--- config.mk ---
export PLATFORM = sky130hd
export DESIGN_NAME = bus_demux_1_4_flat
export DESIGN_NICKNAME = d
export VERILOG_FILES = /design/src/rtl/bus_demux_1_4_pkg.sv /design/src/rtl/bus_demux_1_4_if.sv /design/src/rtl/bus_demux_1_4_slot.sv /design/src/rtl/bus_demux_1_4.sv /design/src/flat_wrapper.sv
export SDC_FILE = /design/constraint.sdc
export NUM_CORES = 1
export LEC_CHECK = 0
export CORE_MARGIN = 2
export CORE_UTILIZATION = 45
export CTS_CLUSTER_DIAMETER = 120
export DETAILED_ROUTE_END_ITERATION = 6
export PLACE_DENSITY = 0.8
export REMOVE_ABC_BUFFERS = 1
export SETUP_SLACK_MARGIN = 0.15
export SKIP_CTS_REPAIR_TIMING = 1
export SLEW_MARGIN = 20
export SYNTH_ARGS = -nofsm -noshare
export SYNTH_HDL_FRONTEND = slang
export SYNTH_SLANG_ARGS = --single-unit
export TNS_END_PERCENT = 30
--- constraint.sdc ---
create_clock -name clk -period 2 [get_ports clk]
set_input_delay 0.2 -clock clk [delete_from_list [all_inputs] [get_ports clk]]
set_output_delay 0.2 -clock clk [all_outputs]
set_load 0.01 [all_outputs]
--- src/rtl/bus_demux_1_4_pkg.sv ---
// Shared constants for the MIPS bus steering blocks: channel count, widths
// and the memory-mapped target indices.
package mips_bus_pkg;

  localparam int unsigned NUM_CH = 4;
  localparam int unsigned SEL_W  = 2;
  localparam int unsigned CNT_W  = 8;

  typedef enum logic [SEL_W-1:0] {
    CH_DMEM = 2'd0,
    CH_IO   = 2'd1,
    CH_TMR  = 2'd2,
    CH_DBG  = 2'd3
  } ch_e;

endpackage

--- src/rtl/bus_demux_1_4_if.sv ---
// Handshake bundle for the 1:4 write demux: one upstream valid/ready port
// and four downstream valid/ready channels with packed payloads.
interface bus_demux_1_4_if
  import mips_bus_pkg::*;
#(
  parameter int unsigned WIDTH = 32
);

  logic                    in_valid;
  logic                    in_ready;
  logic [SEL_W-1:0]        in_sel;
  logic [WIDTH-1:0]        in_data;
  logic [NUM_CH-1:0]       out_valid;
  logic [NUM_CH-1:0]       out_ready;
  logic [NUM_CH*WIDTH-1:0] out_data;

  modport master (
    output in_valid, in_sel, in_data, out_ready,
    input  in_ready, out_valid, out_data
  );

  modport slave (
    input  in_valid, in_sel, in_data, out_ready,
    output in_ready, out_valid, out_data
  );

endinterface

--- src/rtl/bus_demux_1_4_slot.sv ---
// One-entry registered channel buffer; a fill wins over a drain in the same cycle.
// BUS_DEMUX_CNT_EN adds a wrapping per-channel drain counter.
module demux_slot
  import mips_bus_pkg::*;
#(
  parameter int unsigned WIDTH = 32
) (
  input  logic             clk,
  input  logic             rst_n,
  input  logic             fill,
  input  logic [WIDTH-1:0] fill_data,
  input  logic             out_ready,
  output logic             out_valid,
  output logic [WIDTH-1:0] out_data
`ifdef BUS_DEMUX_CNT_EN
  ,
  output logic [CNT_W-1:0] cnt
`endif
);

  logic drain;

  assign drain = out_valid & out_ready;

  // Payload is only written on fill, so it stays put after a drain.
  always_ff @(posedge clk or negedge rst_n) begin
    if (!rst_n) begin
      out_valid <= 1'b0;
      out_data  <= '0;
    end else if (fill) begin
      out_valid <= 1'b1;
      out_data  <= fill_data;
    end else if (drain) begin
      out_valid <= 1'b0;
    end
  end

`ifdef BUS_DEMUX_CNT_EN
  always_ff @(posedge clk or negedge rst_n) begin
    if (!rst_n) begin
      cnt <= '0;
    end else if (drain) begin
      cnt <= cnt + 1'b1;
    end
  end
`endif

endmodule

--- src/rtl/bus_demux_1_4.sv ---
// 1:4 handshake write demux steering upstream transactions to one of four
// buffered channels. BUS_DEMUX_CNT_EN adds per-channel drain counters on cnt.
module bus_demux_1_4
  import mips_bus_pkg::*;
#(
  parameter int unsigned WIDTH = 32
) (
  input  logic                    clk,
  input  logic                    rst_n,
  bus_demux_1_4_if.slave          bus
`ifdef BUS_DEMUX_CNT_EN
  ,
  output logic [NUM_CH*CNT_W-1:0] cnt
`endif
);

  logic              accept;
  logic [NUM_CH-1:0] fillVec;

  // Only the addressed channel gates acceptance, so a stalled target never
  // blocks writes to the others; out_ready passes through combinationally.
  assign bus.in_ready = ~bus.out_valid[bus.in_sel] | bus.out_ready[bus.in_sel];
  assign accept       = bus.in_valid & bus.in_ready;

  always_comb begin
    fillVec              = '0;
    fillVec[bus.in_sel]  = accept;
  end

  for (genvar i = 0; i < NUM_CH; i++) begin : gSlot
    demux_slot #(
      .WIDTH(WIDTH)
    ) uSlot (
      .clk       (clk),
      .rst_n     (rst_n),
      .fill      (fillVec[i]),
      .fill_data (bus.in_data),
      .out_ready (bus.out_ready[i]),
      .out_valid (bus.out_valid[i]),
      .out_data  (bus.out_data[i*WIDTH +: WIDTH])
`ifdef BUS_DEMUX_CNT_EN
      ,
      .cnt       (cnt[i*CNT_W +: CNT_W])
`endif
    );
  end

endmodule
--- src/flat_wrapper.sv ---
// flat-port wrapper written by rule: the top's interface ports become plain ports
module bus_demux_1_4_flat import mips_bus_pkg::*;
#(
  parameter int unsigned WIDTH = 32
)
  (clk, rst_n, bus_in_valid, bus_in_sel, bus_in_data, bus_out_ready, bus_in_ready, bus_out_valid, bus_out_data);
  bus_demux_1_4_if #(.WIDTH(WIDTH)) bus_i ();
  input  logic clk;
  input  logic rst_n;
  input wire logic [$bits(bus_i.in_valid)-1:0] bus_in_valid;
  input wire logic [$bits(bus_i.in_sel)-1:0] bus_in_sel;
  input wire logic [$bits(bus_i.in_data)-1:0] bus_in_data;
  input wire logic [$bits(bus_i.out_ready)-1:0] bus_out_ready;
  output wire logic [$bits(bus_i.in_ready)-1:0] bus_in_ready;
  output wire logic [$bits(bus_i.out_valid)-1:0] bus_out_valid;
  output wire logic [$bits(bus_i.out_data)-1:0] bus_out_data;
  assign bus_i.in_valid = bus_in_valid;
  assign bus_i.in_sel = bus_in_sel;
  assign bus_i.in_data = bus_in_data;
  assign bus_i.out_ready = bus_out_ready;
  assign bus_in_ready = bus_i.in_ready;
  assign bus_out_valid = bus_i.out_valid;
  assign bus_out_data = bus_i.out_data;
  bus_demux_1_4 #(.WIDTH(WIDTH)) u_core (.clk(clk), .rst_n(rst_n), .bus(bus_i));
endmodule
==> impl_metrics.env <==
export IMPL_post_route_drc_count=0
export IMPL_relSlewSlack_pct=52.4
export IMPL_fin_hold_ws_ps=344
export IMPL_io_buffers=173
export IMPL_yosysSeqAreaShare_pct=65.9
export IMPL_via_per_inst=5.02
export IMPL_outcome="finished, final reports clean"
export IMPL_switchingPower_uw=2190
export IMPL_htreeDepth=4
export IMPL_io_pins=174
export IMPL_clock_sinks=132
export IMPL_yosys_warnings=0
export IMPL_grt_pass1_wl_um=17900
export IMPL_wire_per_inst_um=18.3
export IMPL_syn_area_um2=5010
export IMPL_p_comb_share_pct=25.3
export IMPL_num_vias=3175
export IMPL_clkSlewWorstSetupHoldPaths_ps=60
export IMPL_cap_violations=0
export IMPL_n_antenna_cell=0
export IMPL_clock_power_share_pct=35.2
export IMPL_root_buffer="clkbuf_8"
export IMPL_drtAntennaViolNets=0
export IMPL_worstMarginPinSlew_ps=714
export IMPL_fp_dieH_um=110
export IMPL_initial_core_util_pct=46.2
export IMPL_drive_gt1_share_pct=34.6
export IMPL_rsz0062_at_grt="no"
export IMPL_pre_cts_ws_ps=46.8
export IMPL_clk_latency_ps=510
export IMPL_core_area_um2=10800
export IMPL_power_frac_seq_pct=39.4
export IMPL_p_leak_uw=0.00318
export IMPL_drt_iter0_markers=99
export IMPL_grt_max_degree=133
export IMPL_syn_area_per_cell_um2=17.0
export IMPL_power_internal_uw=6740
export IMPL_die_x_um=110
export IMPL_hold_viol=0
export IMPL_power_density_nw_per_um2=1180
export IMPL_switching_share_pct=24.5
export IMPL_place_gp_congestion=0.743
export IMPL_layout_nets=522
export IMPL_dr_pass1_iters=4
export IMPL_fp_row_count=38
export IMPL_hp_class="in2async"
export IMPL_ys_types=15
export IMPL_critPathKind="reg2out"
export IMPL_grt_overflow=0
export IMPL_synthCells=295
export IMPL_fin_ws_ps=242
export IMPL_ir_worst_vdd_mv=0.611
export IMPL_min_period_ps=1760
export IMPL_clk_path_buf_depth=2
export IMPL_ys_ff_latch=132
export IMPL_syn2layout_area_growth_pct=50.9
export IMPL_hpwl_um=7680
export IMPL_fin_tns_setup_ps=0
export IMPL_worstPathArrival_ps=1560
export IMPL_cts_made_buffers=17
export IMPL_grt_pass1_vias=3363
export IMPL_slew_violations=0
export IMPL_skew_ps=6.22
export IMPL_crit_path_max_fanout=3
export IMPL_fmax_mhz=569
export IMPL_end_kind="output port"
export IMPL_die_area_um2=12000
export IMPL_grt_use_total_pct=20.2
export IMPL_antenna_found_initial=0
export IMPL_wl_um=11600
export IMPL_setup_viol=0
export IMPL_cp_required_ps=1800
export IMPL_utilization_pct=69.7
export IMPL_start_kind="flop"
export IMPL_finalCritPeriodShare_pct=87.9
export IMPL_cts_tree="done"
logic make-up (layout without fill, tap and decap cells):
kind of cell,Yosys count,after routing,synth area share [%]
multiplexers,129,129,29.2
buffers and inverters,18,215,2.95
AO/OA/AOI/OAI,1,1,0.0998
flip-flops,132,132,65.9
AND/OR/NAND/NOR,15,15,1.82
state kept, by name (all words and copies together), names as in the netlist:
name                          flops
u_core.gSlot.uSlot.out_valid      4
u_core.gSlot.uSlot.out_data     128
worst paths after layout:
check | depth (start not counted) | end | slack, ps | startpoint
setup / recovery | 3 | bus_in_ready | 240 | u_core.gSlot[1].uSlot.out_valid
hold / removal | 3 | u_core.gSlot[1].uSlot.out_data[8] | 340 | rst_n
setup reg to reg | 4 | u_core.gSlot[1].uSlot.out_data[4] | 500 | u_core.gSlot[1].uSlot.out_valid
hold reg to reg | 1 | u_core.gSlot[1].uSlot.out_data[5] | 500 | u_core.gSlot[1].uSlot.out_data[5]
max in group asynchronous | 3 | u_core.gSlot[0].uSlot.out_data[17] | 1100 | rst_n
min in group clk | 3 | u_core.gSlot[2].uSlot.out_valid | 360 | bus_out_ready[2]
cell usage after synthesis (all sizes together):
library cell | n | area share, %
nor3b | 1 | 0.25
nand2b | 4 | 0.50
nor2b | 2 | 0.25
nand3b | 1 | 0.22
nand2 | 5 | 0.37
mux4 | 1 | 0.45
buf | 18 | 2.9
mux2 | 128 | 29
o21ai | 1 | 0.10
and3 | 1 | 0.12
dfrtp | 132 | 66
nand3 | 1 | 0.10
metal layers:
metal / vias up / track usage, % / part of all wire (%)
met2: 113 / 33.6 / 51
li1: 1418 / - / -
met5: - / 0 / 0
met3: 17 / 7.59 / 7.7
met1: 1627 / 23.9 / 40
met4: 0 / 7.23 / 1.5
placed cells by master (no fill, tap or decap), types with 2 or more instances in the layout:
cell / Yosys / routed
clkinvlp_4: 0 / 2
clkinv_2: 0 / 2
nand2b_1: 4 / 4
buf_4: 8 / 5
clkbuf_16: 0 / 16
clkdlybuf4s50_1: 0 / 171
clkbuf_1: 0 / 2
nand2_1: 5 / 5
mux2_1: 4 / 4
mux2_2: 124 / 124
buf_12: 0 / 7
bufinv_16: 0 / 4
dfrtp_1: 132 / 132
clkbuf_8: 0 / 3
cell type report:
class                      instances  area (um2)
sequential                       132        3300
fill                             776        3280
timing repair buffer             185        1900
multi-input combinational        145        1580
clock buffer                      21         449
tap                              140         175
clock inverter                     9         154
power by group through the flow:
| stage | Combinational, uW | Sequential (uW) | Clock, uW |
|---|---|---|---|
| 2_1_floorplan | 543 | 3800 | 0 |
| 3_3_place_gp | 2230 | 3530 | 0 |
| 3_5_place_dp | 2280 | 3570 | 0 |
| 4_1_cts | 2300 | 3530 | 3230 |
| 5_1_grt | 2410 | 3590 | 3350 |
| 6_report | 2260 | 3520 | 3150 |
metrics by stage:
| stage | cell area [um2] | power, uW | instances |
|---|---|---|---|
| 3_5_place_dp | 6930 | 5850 | 598 |
| 2_1_floorplan | 4860 | 4340 | 277 |
| 6_report | 7560 | 8930 | 632 |
| 4_1_cts | 7530 | 9060 | 628 |
| 5_1_grt | 7560 | 9350 | 632 |
| 3_3_place_gp | 6930 | 5760 | 598 |
critical path: stages (launching register included):
cell and delay [ps]:
dfrtp_1 350, nand2b_1 90, mux4_2 470, clkbuf_2 140
(Power assumes the default switching activity.)
